`src/rtl/alu_pkg.sv`:
```
// Shared definitions for the ALU command path: op codes, sequencer states
// and the default register-index width.
package alu_pkg;

    localparam int DATA_W = 8;
    localparam int OP_W   = 4;
    localparam int REG_AW = 2;

    localparam logic [OP_W-1:0] OP_ADD   = 4'd0;
    localparam logic [OP_W-1:0] OP_ADC   = 4'd1;
    localparam logic [OP_W-1:0] OP_SUB   = 4'd2;
    localparam logic [OP_W-1:0] OP_SBC   = 4'd3;
    localparam logic [OP_W-1:0] OP_OR    = 4'd4;
    localparam logic [OP_W-1:0] OP_AND   = 4'd5;
    localparam logic [OP_W-1:0] OP_NOT   = 4'd6;
    localparam logic [OP_W-1:0] OP_XOR   = 4'd7;
    localparam logic [OP_W-1:0] OP_PASSA = 4'd8;
    localparam logic [OP_W-1:0] OP_PASSB = 4'd9;
    localparam logic [OP_W-1:0] OP_NEG   = 4'd10;
    localparam logic [OP_W-1:0] OP_CMP   = 4'd11;
    localparam logic [OP_W-1:0] OP_SHL   = 4'd12;
    localparam logic [OP_W-1:0] OP_SHR   = 4'd13;

    typedef enum logic [1:0] {
        ST_IDLE   = 2'd0,
        ST_ISSUE  = 2'd1,
        ST_COMMIT = 2'd2
    } seq_state_t;

endpackage

```
`src/rtl/alu_regfile.sv`:
```
// NREGS x 8 register file: two operand read ports, one debug read port,
// one synchronous write port, cleared by synchronous reset.
module alu_regfile
    import alu_pkg::*;
#(
    parameter  int NREGS = 4,
    localparam int AW    = $clog2(NREGS)
) (
    input  logic              clk,
    input  logic              reset,
    input  logic [AW-1:0]     i_ra_addr,
    output logic [DATA_W-1:0] o_ra_data,
    input  logic [AW-1:0]     i_rb_addr,
    output logic [DATA_W-1:0] o_rb_data,
    input  logic [AW-1:0]     i_rd_addr,
    output logic [DATA_W-1:0] o_rd_data,
    input  logic              i_we,
    input  logic [AW-1:0]     i_wa,
    input  logic [DATA_W-1:0] i_wd
);

    logic [DATA_W-1:0] r_mem [NREGS];

    // NOTE: this array is reset on purpose (registers must read 0x00 after
    // reset), so it maps to flops; a large array would normally stay unreset RAM.
    always_ff @(posedge clk) begin
        if (reset) begin
            for (int i = 0; i < NREGS; i++) begin
                r_mem[i] <= '0;
            end
        end else if (i_we) begin
            r_mem[i_wa] <= i_wd;
        end
    end

    assign o_ra_data = r_mem[i_ra_addr];
    assign o_rb_data = r_mem[i_rb_addr];
    assign o_rd_data = r_mem[i_rd_addr];

endmodule

```
`src/rtl/alu_sequencer.sv`:
```
// Command-side driver of the 8-bit ALU: accept, issue registered operands,
// then commit the ALU result into the register file and flags.
module alu_sequencer
    import alu_pkg::*;
#(
    parameter  int         NREGS       = 4,
    parameter  logic [1:0] RESET_FLAGS = 2'b00,
    localparam int         AW          = $clog2(NREGS)
) (
    input  logic              clk,
    input  logic              reset,
    input  logic              cmd_valid,
    output logic              cmd_ready,
    input  logic [OP_W-1:0]   cmd_op,
    input  logic [AW-1:0]     cmd_dst,
    input  logic [AW-1:0]     cmd_srca,
    input  logic [AW-1:0]     cmd_srcb,
    input  logic              cmd_use_imm,
    input  logic [DATA_W-1:0] cmd_imm,
    input  logic              cmd_wreg,
    input  logic              cmd_wflags,
    output logic [DATA_W-1:0] alu_a,
    output logic [DATA_W-1:0] alu_b,
    output logic              alu_carry,
    output logic [OP_W-1:0]   alu_op,
    input  logic [DATA_W-1:0] alu_c,
    input  logic              alu_carry_out,
    input  logic              alu_zero,
    output logic              res_valid,
    output logic [DATA_W-1:0] res_data,
    output logic              flag_carry,
    output logic              flag_zero,
    input  logic [AW-1:0]     rd_addr,
    output logic [DATA_W-1:0] rd_data
);

    seq_state_t        r_state;
    seq_state_t        w_next_state;
    logic              w_ready;
    logic              w_accept;
    logic              w_commit;

    logic [AW-1:0]     r_dst;
    logic              r_wreg;
    logic              r_wflags;
    logic [DATA_W-1:0] r_alu_a;
    logic [DATA_W-1:0] r_alu_b;
    logic              r_alu_carry;
    logic [OP_W-1:0]   r_alu_op;
    logic              r_res_valid;
    logic [DATA_W-1:0] r_res_data;
    logic              r_flag_carry;
    logic              r_flag_zero;

    logic [DATA_W-1:0] w_rd_a;
    logic [DATA_W-1:0] w_rd_b;

    alu_regfile #(
        .NREGS (NREGS)
    ) u_regfile (
        .clk       (clk),
        .reset     (reset),
        .i_ra_addr (cmd_srca),
        .o_ra_data (w_rd_a),
        .i_rb_addr (cmd_srcb),
        .o_rb_data (w_rd_b),
        .i_rd_addr (rd_addr),
        .o_rd_data (rd_data),
        .i_we      (w_commit & r_wreg),
        .i_wa      (r_dst),
        .i_wd      (alu_c)
    );

    // NOTE: every signal gets a default before the case, so no path leaves
    // one unassigned and no latch is inferred.
    always_comb begin
        w_next_state = r_state;
        w_ready      = 1'b0;
        w_accept     = 1'b0;
        w_commit     = 1'b0;
        case (r_state)
            ST_IDLE: begin
                w_ready = 1'b1;
                if (cmd_valid) begin
                    w_accept     = 1'b1;
                    w_next_state = ST_ISSUE;
                end
            end
            ST_ISSUE: begin
                w_next_state = ST_COMMIT;
            end
            ST_COMMIT: begin
                w_commit     = 1'b1;
                w_next_state = ST_IDLE;
            end
            default: begin
                w_next_state = ST_IDLE;
            end
        endcase
    end

    // NOTE: state uses non-blocking assignments so every flop samples values
    // from before the edge, independent of statement order.
    always_ff @(posedge clk) begin
        if (reset) begin
            r_state      <= ST_IDLE;
            r_dst        <= '0;
            r_wreg       <= 1'b0;
            r_wflags     <= 1'b0;
            r_alu_a      <= '0;
            r_alu_b      <= '0;
            r_alu_carry  <= 1'b0;
            r_alu_op     <= '0;
            r_res_valid  <= 1'b0;
            r_res_data   <= '0;
            r_flag_carry <= RESET_FLAGS[1];
            r_flag_zero  <= RESET_FLAGS[0];
        end else begin
            r_state     <= w_next_state;
            r_res_valid <= w_commit;
            if (w_accept) begin
                r_dst       <= cmd_dst;
                r_wreg      <= cmd_wreg;
                r_wflags    <= cmd_wflags;
                r_alu_a     <= w_rd_a;
                r_alu_b     <= cmd_use_imm ? cmd_imm : w_rd_b;
                r_alu_op    <= cmd_op;
                r_alu_carry <= r_flag_carry;
            end
            if (w_commit) begin
                r_res_data <= alu_c;
                if (r_wflags) begin
                    r_flag_carry <= alu_carry_out;
                    r_flag_zero  <= alu_zero;
                end
            end
        end
    end

    assign cmd_ready  = w_ready;
    assign alu_a      = r_alu_a;
    assign alu_b      = r_alu_b;
    assign alu_carry  = r_alu_carry;
    assign alu_op     = r_alu_op;
    assign res_valid  = r_res_valid;
    assign res_data   = r_res_data;
    assign flag_carry = r_flag_carry;
    assign flag_zero  = r_flag_zero;

endmodule

```
`config.mk`:
```
export PLATFORM = sky130hd
export DESIGN_NAME = alu_sequencer
export DESIGN_NICKNAME = d
export VERILOG_FILES = /design/src/rtl/alu_pkg.sv /design/src/rtl/alu_regfile.sv /design/src/rtl/alu_sequencer.sv
export SDC_FILE = /design/constraint.sdc
export NUM_CORES = 1
export LEC_CHECK = 0
export BUFFER_PORTS_ARGS = -buffer_cell sky130_fd_sc_hd__buf_2
export CAP_MARGIN = 20
export CORE_MARGIN = 4
export CORE_UTILIZATION = 53
export DETAILED_ROUTE_END_ITERATION = 8
export PLACE_DENSITY = 0.91
export SETUP_SLACK_MARGIN = 0.05
export SLEW_MARGIN = 20
export SYNTH_ARGS = -nofsm -noshare
export SYNTH_HDL_FRONTEND = slang
export SYNTH_SLANG_ARGS = --single-unit
```
`constraint.sdc`:
```
create_clock -name clk -period 2.43 [get_ports clk]
set_input_delay 0.3645 -clock clk [delete_from_list [all_inputs] [get_ports clk]]
set_output_delay 0.3645 -clock clk [all_outputs]
set_load 0.02 [all_outputs]
```
==> metrics.yaml <==
relSlewSlack_pct: 53.4
crit_path_start_kind: "flop"
met3RoutedLength_um: 613
fillerInstances: 466
h-tree-depth: 3
count_of_port_buffers_added_during_placement: 76
multi_input_area_sq_um: 1420
achievable-frequency_mhz: 551
detailed_placer_s_ending_hpwl_mm: 5.60
die_area_sq_um: 7480
synth.avg_cell_area_sq_um: 11.6
yosys_register_bits: 70
design_power_total_mw: 2.64
cts.sinks: 70
worst-slew-pin-transition_ns: 0.698
outcome: "finished clean"
wl_mm: 7.41
crit_required_ns: 2.42
asyncSetResetFlopFracSynth_pct: 0
vias: 2435
grt_setup_unrepaired: "false"
synthDominantAreaCellType: "sky130_fd_sc_hd__edfxtp_1"
design.final.nets: 386
netlist_instances: 282
die_w_um: 86.5
worstSkewPairLatency_ns: 0.33
pins_over_their_slew_limit: 0
drv.max_cap_violation_count: 0
min_period_over_period_pct: 74.7
routed_wire_length_per_instance_um: 17.2
initial_util_pct: 54.8
layout.area.seq_sq_um: 1720
leakagePower_nw: 1.58
yosys.area.top_type_share_pct: 29.4
synthToLayoutAreaGrowth_pct: 18.1
grt_max_degree: 43
wire_length_of_the_first_global_routing_pass_mm: 12.1
first_global_vias: 2365
fp.coreArea_sq_um: 5960
timing.critical_path.fanout_max: 9
cts-buffers-inserted: 9
ys_warn_count: 0
synthTopCellsByCount: "sky130_fd_sc_hd__nand2_1 (52), sky130_fd_sc_hd__dfxtp_1 (38), sky130_fd_sc_hd__and2_1 (32), sky130_fd_sc_hd__edfxtp_1 (32), sky130_fd_sc_hd__a21oi_1 (27)"
io-pin-count: 77
place.detailed.instances: 414
drt_pass1_iterations: 6
top_count_cell_post_synth: "sky130_fd_sc_hd__nand2_1"
critPathArrivalTime_ns: 1.81
synthesis.area_sq_um: 3270
gp_routability_congestion: 0.821
cts_resized: 0
initial_antenna_violation_count: 0
max-clock-path-buffers: 2
synth-edff-count: 32
detail_route.iter0.violations: 188
number_of_setup_violations_in_the_final_report: 0
setup_total_negative_slack_ns: 0
critical_path_start_end_classification: "reg -> reg"
grt_remaining_overflow: 0
length_of_routed_met2_wiring_mm: 3.76
floorplan.die.height_um: 86.5
synth-seq-area-share_pct: 52.7
drive_gt1_share_pct: 33.8
route.detailed.vias_per_inst: 5.66
dominantRegCellSynth: "sky130_fd_sc_hd__dfxtp_1"
placement_rows: 28
gr-usage-all-layers_pct: 21.1
met1_length_mm: 2.97
hold_viol_final: 0
post_layout_nonfiller_instances: 430
antennaDiodeCount: 0
worstHoldPathType: "in -> reg"
clkSlewWorstSetupHoldPaths_ns: 0.07
postCtsSetupRepairBufs: 0
worstSetupEndpointType: "flop"
worst_ir_drop_on_vdd_v: 0.000468
clock_tree_root_driver_cell: "sky130_fd_sc_hd__clkbuf_8"
drc: 0
synth_nets: 318
postCtsHoldBufs: 0
period_minus_slack_ns: 1.82
timing.clock.skew_ns: 0.00769
pwr_density_cell_nw_per_um2: 685
final_antenna_net_count: 0
yosys.cell_types.count: 29
biggest_area_contributors_in_the_synthesized_netlist: "sky130_fd_sc_hd__edfxtp_1 (29%), sky130_fd_sc_hd__dfxtp_1 (23%), sky130_fd_sc_hd__mux4_2 (11%)"
maxUsedRoutingLayer: "met4"
tritoncts_clock_tree: "done"
critical path: stages (launching register included):
cell and delay [ns]:
sky130_fd_sc_hd__dfxtp_1 0.48, sky130_fd_sc_hd__and4bb_1 0.30, sky130_fd_sc_hd__nor3b_4 0.32, sky130_fd_sc_hd__or2_1 0.38
stage by stage:
stage / setup WS [ns] / hold WS [ns] / instance area (sq um) / utilization, %
floorplan: 0.685 / 0.458 / 3270 / -
global placement: 0.714 / 0.439 / 3640 / 61.2
detailed placement: 0.605 / 0.445 / 3640 / 61.2
CTS: 0.613 / 0.250 / 3860 / 64.8
global route: 0.493 / 0.268 / 3860 / 64.8
finish: 0.615 / 0.270 / 3860 / 64.8
logic make-up after synthesis:
kind of cell           synth area share (%)
and+or+nand+nor                        17.7
muxes                                  16.8
DFF                                    52.7
AOI/OAI and AO/OA                      8.97
buffers and inverters                  3.83
placed cells by master (no fill, tap or decap), types with 6 or more instances in the layout:
| cell type | netlist | layout |
|---|---|---|
| sky130_fd_sc_hd__edfxtp_1 | 32 | 32 |
| sky130_fd_sc_hd__clkbuf_8 | 0 | 10 |
| sky130_fd_sc_hd__mux4_2 | 16 | 16 |
| sky130_fd_sc_hd__mux2_1 | 6 | 6 |
| sky130_fd_sc_hd__mux2_2 | 8 | 8 |
| sky130_fd_sc_hd__nor2_1 | 12 | 12 |
| sky130_fd_sc_hd__a21oi_1 | 27 | 27 |
| sky130_fd_sc_hd__buf_2 | 10 | 76 |
| sky130_fd_sc_hd__nand2_1 | 52 | 52 |
| sky130_fd_sc_hd__dfxtp_1 | 38 | 38 |
| sky130_fd_sc_hd__a222oi_1 | 8 | 8 |
| sky130_fd_sc_hd__and2_1 | 32 | 32 |
| sky130_fd_sc_hd__a211oi_1 | 8 | 8 |
cell type report:
class	count	area share, %
timing repair buffer	80	10.6
clock inverter	6	1.95
multi-input combinational	189	36.8
sequential	70	44.6
tap	75	2.43
clock buffer	10	3.57
registers in the layout (all words and copies together), names as in the netlist, 2 cells and up:
| name | count |
|---|---|
| u_regfile.r_mem | 32 |
| res_data | 8 |
| alu_a | 8 |
| alu_b | 8 |
| r_state | 2 |
| alu_op | 4 |
| r_dst | 2 |
where the power goes:
part           internal [mW]  leakage [nW]  total, mW  switching, mW
sequential              1.28         0.642       1.32         0.0399
combinational          0.135         0.836      0.320          0.185
clock                  0.592         0.106       1.00          0.409
metal layers:
| metal | vias up | track usage [%] |
|---|---|---|
| met1 | 1160 | 27.2 |
| met5 | - | 0 |
| met4 | 0 | 8.64 |
| li1 | 1163 | - |
| met3 | 8 | 4.56 |
| met2 | 104 | 34.6 |
final timing paths:
path                   start  slack [ns]  cells after the start                    end
setup / recovery  r_state[1]        0.61                      3  u_regfile.r_mem[0][3]
hold / removal    cmd_dst[0]        0.27                      3               r_dst[0]
setup reg to reg  r_state[1]        0.61                      3  u_regfile.r_mem[0][3]
hold reg to reg    alu_carry        0.45                      2              alu_carry
Note: power is estimated with default switching activity, not from simulation.
